File: src/rtl/lsq_load_port.sv
// Load port: credit-limited address pass-through plus an in-order return-data FIFO; LSQ_LOAD_BYPASS_EN adds an empty-FIFO bypass.
// Latency: address 0 cycles, data 1 cycle (0 with bypass); backpressure via valid/ready, new issues stall at MAX_OUTSTANDING.

module lsq_load_port_fifo #(
   parameter int WIDTH = 32,
   parameter int DEPTH = 4
) (
   input  logic                           clk,
   input  logic                           rst,
   input  logic                           pushValid,
   output logic                           pushReady,
   input  logic [WIDTH-1:0]               pushData,
   output logic                           popValid,
   input  logic                           popReady,
   output logic [WIDTH-1:0]               popData,
   output logic [$clog2(DEPTH+1)-1:0]     count
);

   localparam int CW = $clog2(DEPTH + 1);
   localparam int PW = (DEPTH > 1) ? $clog2(DEPTH) : 1;
   localparam logic [PW-1:0] LAST_PTR = PW'(DEPTH - 1);
   localparam logic [CW-1:0] FULL_CNT = CW'(DEPTH);

   logic [WIDTH-1:0] mem [DEPTH];
   logic [PW-1:0]    wrPtr;
   logic [PW-1:0]    rdPtr;
   logic             pushFire;
   logic             popFire;

   function automatic logic [PW-1:0] nextPtr(input logic [PW-1:0] p);
      return (p == LAST_PTR) ? '0 : p + PW'(1);
   endfunction

   // Full refuses a push even when a pop happens in the same cycle.
   assign pushReady = (count < FULL_CNT);
   assign popValid  = (count != '0);
   assign pushFire  = pushValid && pushReady;
   assign popFire   = popValid && popReady;
   assign popData   = mem[rdPtr];

   always_ff @(posedge clk) begin
      if (pushFire) begin
         mem[wrPtr] <= pushData;
      end
   end

   always_ff @(posedge clk or posedge rst) begin
      if (rst) begin
         wrPtr <= '0;
         rdPtr <= '0;
         count <= '0;
      end else begin
         if (pushFire) begin
            wrPtr <= nextPtr(wrPtr);
         end
         if (popFire) begin
            rdPtr <= nextPtr(rdPtr);
         end
         case ({pushFire, popFire})
            2'b10:   count <= count + CW'(1);
            2'b01:   count <= count - CW'(1);
            default: count <= count;
         endcase
      end
   end

endmodule

module lsq_load_port #(
   parameter int DATA_WIDTH      = 32,
   parameter int ADDR_WIDTH      = 32,
   parameter int MAX_OUTSTANDING = 4
) (
   input  logic                  clk,
   input  logic                  rst,
   input  logic [ADDR_WIDTH-1:0] addrIn,
   input  logic                  addrIn_valid,
   output logic                  addrIn_ready,
   output logic [ADDR_WIDTH-1:0] addrOut,
   output logic                  addrOut_valid,
   input  logic                  addrOut_ready,
   input  logic [DATA_WIDTH-1:0] dataFromMem,
   input  logic                  dataFromMem_valid,
   output logic                  dataFromMem_ready,
   output logic [DATA_WIDTH-1:0] dataOut,
   output logic                  dataOut_valid,
   input  logic                  dataOut_ready
);

   localparam int CW = $clog2(MAX_OUTSTANDING + 1);
   localparam logic [CW-1:0] MAX_CNT = CW'(MAX_OUTSTANDING);

   logic [CW-1:0]         outstanding;
   logic                  canIssue;
   logic                  addrFire;
   logic                  dataOutFire;

   logic                  fifoPushValid;
   logic                  fifoPushReady;
   logic                  fifoPopValid;
   logic                  fifoPopReady;
   logic [DATA_WIDTH-1:0] fifoHead;
   logic [CW-1:0]         fifoCount;

   // A retire in this cycle does not open a slot until the next cycle.
   assign canIssue      = (outstanding < MAX_CNT);
   assign addrOut       = addrIn;
   assign addrOut_valid = addrIn_valid && canIssue;
   assign addrIn_ready  = addrOut_ready && canIssue;
   assign addrFire      = addrOut_valid && addrOut_ready;
   assign dataOutFire   = dataOut_valid && dataOut_ready;

   assign dataFromMem_ready = fifoPushReady;

`ifdef LSQ_LOAD_BYPASS_EN
   logic bypassNow;

   // An empty FIFO lets the returning word straight through; it is only
   // written when the consumer cannot take it this cycle.
   assign bypassNow     = (fifoCount == '0) && dataFromMem_valid;
   assign dataOut       = bypassNow ? dataFromMem : fifoHead;
   assign dataOut_valid = fifoPopValid || bypassNow;
   assign fifoPushValid = dataFromMem_valid && !(bypassNow && dataOut_ready);
   assign fifoPopReady  = dataOut_ready;
`else
   assign dataOut       = fifoHead;
   assign dataOut_valid = fifoPopValid;
   assign fifoPushValid = dataFromMem_valid;
   assign fifoPopReady  = dataOut_ready;
`endif

   lsq_load_port_fifo #(
      .WIDTH (DATA_WIDTH),
      .DEPTH (MAX_OUTSTANDING)
   ) u_fifo (
      .clk       (clk),
      .rst       (rst),
      .pushValid (fifoPushValid),
      .pushReady (fifoPushReady),
      .pushData  (dataFromMem),
      .popValid  (fifoPopValid),
      .popReady  (fifoPopReady),
      .popData   (fifoHead),
      .count     (fifoCount)
   );

   // Underflow guard only matters for the illegal return-with-nothing-issued case.
   always_ff @(posedge clk or posedge rst) begin
      if (rst) begin
         outstanding <= '0;
      end else begin
         case ({addrFire, dataOutFire && (outstanding != '0)})
            2'b10:   outstanding <= outstanding + CW'(1);
            2'b01:   outstanding <= outstanding - CW'(1);
            default: outstanding <= outstanding;
         endcase
      end
   end

endmodule

File: config.mk
export PLATFORM = sky130hd
export DESIGN_NAME = lsq_load_port
export DESIGN_NICKNAME = d
export VERILOG_FILES = /design/src/rtl/lsq_load_port.sv
export SDC_FILE = /design/constraint.sdc
export NUM_CORES = 1
export LEC_CHECK = 0
export BUFFER_PORTS_ARGS = -buffer_cell sky130_fd_sc_hd__buf_2
export CORE_ASPECT_RATIO = 1.25
export CORE_MARGIN = 3
export CORE_UTILIZATION = 51
export CTS_CLUSTER_SIZE = 16
export DETAILED_ROUTE_END_ITERATION = 8
export PLACE_DENSITY = 0.84
export SLEW_MARGIN = 40
export SYNTH_ARGS = -nofsm -noshare
export SYNTH_HDL_FRONTEND = slang
export SYNTH_HIERARCHICAL = 1
export SYNTH_SLANG_ARGS = --single-unit
File: constraint.sdc
create_clock -name clk -period 4.95 [get_ports clk]
set_input_delay 0.99 -clock clk [delete_from_list [all_inputs] [get_ports clk]]
set_output_delay 0.99 -clock clk [all_outputs]
set_load 0.01 [all_outputs]
Word level (Yosys, flattened, before mapping) --
Memory sizes are Yosys's and may differ from the RTL's. Index checks and enable logic that the tools add are counted.
Word-level totals: register bits 10, bits in writable memories 128, input port bits 70, output and inout port bits 68, memories kept 1, word-level logic and storage cells 35
Operators by class: reductions and logical operators 10, add/sub/neg operators 6, order comparisons 2, mux-type cells 6, eq/ne operators 6
Memories:
- u_fifo.mem | depth 4, bits a word 32, read ports 1, clocked after memory_dff 0, write ports 1, RTL line 24 | logic [WIDTH-1:0] mem [DEPTH];
Operators by type and width (count):
- $pmux 3 s2 | 2
- $eq 2x2->1 const B | 4
- $add 3x1->3 const B | 2
- $logic_and 1x1->1 | 6
- $lt 3x3->1 const B | 2
- $reduce_bool 3->1 | 2
- $sub 3x1->3 const B | 2
- $add 2x1->2 const B | 2
- $eq 2x1->1 const B | 2
- $mux 2 | 2
- $reduce_bool 2->1 | 2
- $mux 1 | 2

Logic depth before layout (Yosys ltp) --
depth after elaboration 5, depth in mapped cells 9, depth with buffers taken out 9

Hierarchy --
Netlist, hierarchy kept.
Modules (own cells, without submodules):
- lsq_load_port_fifo | instances 1, sequential area each 4018.9 µm², cells an instance 212, area an instance 5113.7 µm²
- lsq_load_port | instances 1, sequential area each 75.1 µm², cells an instance 50, area an instance 429.2 µm²

Worst setup path after synthesis --
OpenSTA, ideal clock, no wires.
path type input port to flip-flop, from input dataFromMem_valid, to memory u_fifo.mem[0][0], enable pin, buffers on the path 1, data required time 4.558 ns, setup time 0.392 ns, path slack 2.415 ns, arrival time 2.143 ns, stages on the path 3, cells stage by stage nor2b_1 -> clkbuf_1 -> and2_1
On the way: word-level cells in the longest chain between the ends 3
RTL lines:
- start: declaration | RTL line 83 | input logic dataFromMem_valid,
- $logic_and 1x1->1 | RTL line 37 | assign pushFire = pushValid && pushReady;
- $mux 1 | RTL line 42 | if (pushFire) begin
- $mux 1 (implied by the code) | RTL line 43 | mem[wrPtr] <= pushData;
- end: declaration | RTL line 24
Every way passes these cells.

Worst setup path after layout --
from register u_fifo.rdPtr[0], to output dataOut[31]
On the way: word-level cells in the longest chain between the ends 1
RTL lines:
- start: declaration | RTL line 26 | logic [PW-1:0] rdPtr;
- start signal: assignment | RTL line 57 | rdPtr <= nextPtr(rdPtr);
- $mem_v2 4x32
- end: declaration | RTL line 85 | output logic [DATA_WIDTH-1:0] dataOut,
Every way passes these cells.

==> results.md <==
* Largest cells by area after synthesis: edfxtp_1, mux4_2, dfrtp_1
* Worst path top cell family by delay: flip-flops
* Register area share after synthesis at 73.9%
* Global-route wire length before repair at 14.0 mm
* Clock-pin transition on the worst setup and hold timing paths at 50 ps
* Utilization after layout at 61.6%
* Share of the synthesized area in the top cell type at 69.3%
* Crit path DAT at 2320 ps
* Post-CTS setup buffers at 0
* Full die area at 12200 sq um
* Pins over their slew limit at 0
* Dpl ws at 1990 ps
* Gp weighted congestion at 0.665
* Max IR drop VDD at 0.000357 V
* CTS Sinks at 138
* Slowest cell on crit path: dfrtp_2
* Number of flops mapped to enable cells by yosys at 128
* Share of power burned in registers at 41.9%
* Setup TNS at 0 ps
* Share of cells above drive strength 1 at 42.8%
* Final Hold Vio Count at 0
* HPWL after DPL at 5.27 mm
* Tmin final at 3310 ps
* Tcrit/Tclk final at 66.9%
* CP required at 3960 ps
* Hold Path Class: input pin to asynchronous set/reset pin
* Startpoint Class: flop
* Library cells used by synthesis at 24
* Cell Pwr Density at 609 nW/um^2
* Most common cell in the netlist: edfxtp_1
* Async S/R FF share, synth at 7.25%
* Grt ovf at 0
* Slew HR at 64.2%
* Syn Inst Count at 262
* Vias in the first global route at 2684
* Post-synth net total at 341
* Mapped Area at 5540 sq um
* Ys flop type: edfxtp_1
* CP peak stage delay at 690 ps
* Synth cell count leaders: edfxtp_1, buf_4, mux4_2
* RSZ-0062 raised after global routing: no
* Largest net degree at the start of global routing at 35
* Slew @ Worst Pin at 535 ps
* Post-layout worst setup margin at 1640 ps
* Fmax at 302 MHz
* Inserted Diodes at 0
* Comb power frac at 24.1%
* Overall power at 0.00389 W
* Post-route DRC at 0
* P_sw at 0.00104 W
* Router iterations before antenna repair at 4
* TritonCTS clock tree: yes
* Via/cell ratio at 5.45
* Post-route insts no fill at 456
* CTS Hold Bufs at 0
* Register area at 4100 sq um
* Leakage at 2.31 nW
* Clk_skew at 5.60 ps
* # resized after CTS at 0
* Clock root cell: clkbuf_16
* Syn. warnings at 6
* Die W at 99.2 um
* Core area at 10400 sq um
* CP Cell Sequence: buf_4 -> mux4_1 -> buf_2
* Critical path class: flop to primary output
* Initial DRC Count at 98
* CTS Buffer Depth at 2
* CP max FO at 19
* Max Cap Viol at 0
* Clk pwr share at 34.0%
* WL/cell at 19.4 um
* Crit. End Element: primary output
* # placed instances at 424
* Initial Util at 53.5%
* Flops & latches, synth at 138
* Clk Latency, worst-skew pair at 410 ps
* Antenna viol nets, final at 0
* Final nets at 393
* Largest area contributor in the netlist: edfxtp_1
* Initial antenna violation count at 1
* Port Buffers at 73
* H-tree levels at 4
* Setup violation total in the final timing report at 0
* Gr usage total at 15.9%
* I/O pins at 138
* FILL cells at 747
* Status: finished clean
* Cell row count at 41
* Area of the multi-input gates at 1080 sq um
* Internal power at 0.00285 W
* Mean Syn Cell Area at 21.2 sq um
* Synth-to-layout area growth at 15.2%
* Vias at 2487
* CTS buffer count at 17
* Buf/Inv on CP at 2
* Final wirelength at 8.86 mm
* Die H at 123 um
* Sw frac at 26.7%
==> through the flow <==
step                      instance area [sq um]  hold slack [ps]
after CTS                                  6380              443
after detailed placement                   5760              487
after global placement                     5750              483
final                                      6390              456
after global routing                       6390              441
after floorplan                            5540              460
==> worst paths after layout <==
| path | from | endpoint | slack, ps | cells past startpoint |
|---|---|---|---|---|
| worst max-delay path | u_fifo/rdPtr[0]$_DFFE_PP0P_ | dataOut[31] | 1640 | 3 |
| worst min-delay path | rst | outstanding[0]$_DFFE_PP0P_ | 460 | 2 |
| worst max register to register | u_fifo/count[0]$_DFFE_PP0P_ | outstanding[1]$_DFFE_PP0P_ | 3070 | 6 |
| worst min register to register | outstanding[0]$_DFFE_PP0P_ | outstanding[0]$_DFFE_PP0P_ | 500 | 1 |
| max in group asynchronous | rst | u_fifo/rdPtr[1]$_DFFE_PP0P_ | 4170 | 2 |
| min in group clk | outstanding[0]$_DFFE_PP0P_ | outstanding[0]$_DFFE_PP0P_ | 500 | 1 |
==> layout make-up <==
type                    instances  area share [%]
repair buffers                 74            5.84
multi-input cells              70            16.8
flip-flops and latches        138            64.2
well taps                     129            2.53
inverters                      13           0.764
clock inverters                15            3.19
clock buffers                  17            6.66
==> metal layers <==
metal	vias to the layer above	GRT usage [%]	share of wire (%)
li1	1102	-	-
met1	1276	17.6	38
met2	91	27.2	53
met3	16	6.88	7.0
met4	2	5.81	1.4
met5	-	0	0.15
==> power by group through the flow <==
stage / Clock, W / Sequential, W / Combinational [W]
after floorplan: 0 / 0.00154 / 0.000809
after global placement: 0 / 0.00165 / 0.000927
after detailed placement: 0 / 0.00166 / 0.000956
after CTS: 0.00135 / 0.00163 / 0.000963
after global routing: 0.00141 / 0.00166 / 0.00102
final: 0.00132 / 0.00163 / 0.000936
==> layout by cell type (no fill, tap or decap), types with 4 or more instances in the layout <==
cell | synthesis | layout
dfrtp_1 | 10 | 8
ha_1 | 7 | 7
mux4_2 | 28 | 28
mux4_1 | 4 | 4
nor2_1 | 4 | 4
bufinv_16 | 0 | 5
edfxtp_1 | 128 | 128
and2_4 | 0 | 4
clkinv_1 | 0 | 4
inv_1 | 13 | 13
clkbuf_16 | 0 | 17
buf_2 | 3 | 73
==> worst register-to-register path: stages (launching register included) <==
cell	delay, ps
dfrtp_1	410
or3_4	410
o311a_1	120
ha_1	220
inv_1	70
fa_1	410
mux2i_1	150
==> registers in the layout, summed over array words and instances, names as in the netlist <==
| name | flops |
|---|---|
| u_fifo/mem | 128 |
| u_fifo/wrPtr | 2 |
| u_fifo/rdPtr | 2 |
| u_fifo/count | 3 |
| outstanding | 3 |
==> logic make-up (layout without fill, tap and decap cells) <==
group	Yosys count	count (layout)	share of synthesized area, %
flip-flops	138	138	73.9
buffers and inverters	54	119	6.91
multiplexers	36	36	14.0
AND/OR/NAND/NOR	16	16	1.58
adder cells (fa/ha/maj)	9	9	2.30
XOR/XNOR	6	6	0.948
AO/OA/AOI/OAI	3	3	0.361
(Power assumes the default switching activity.)
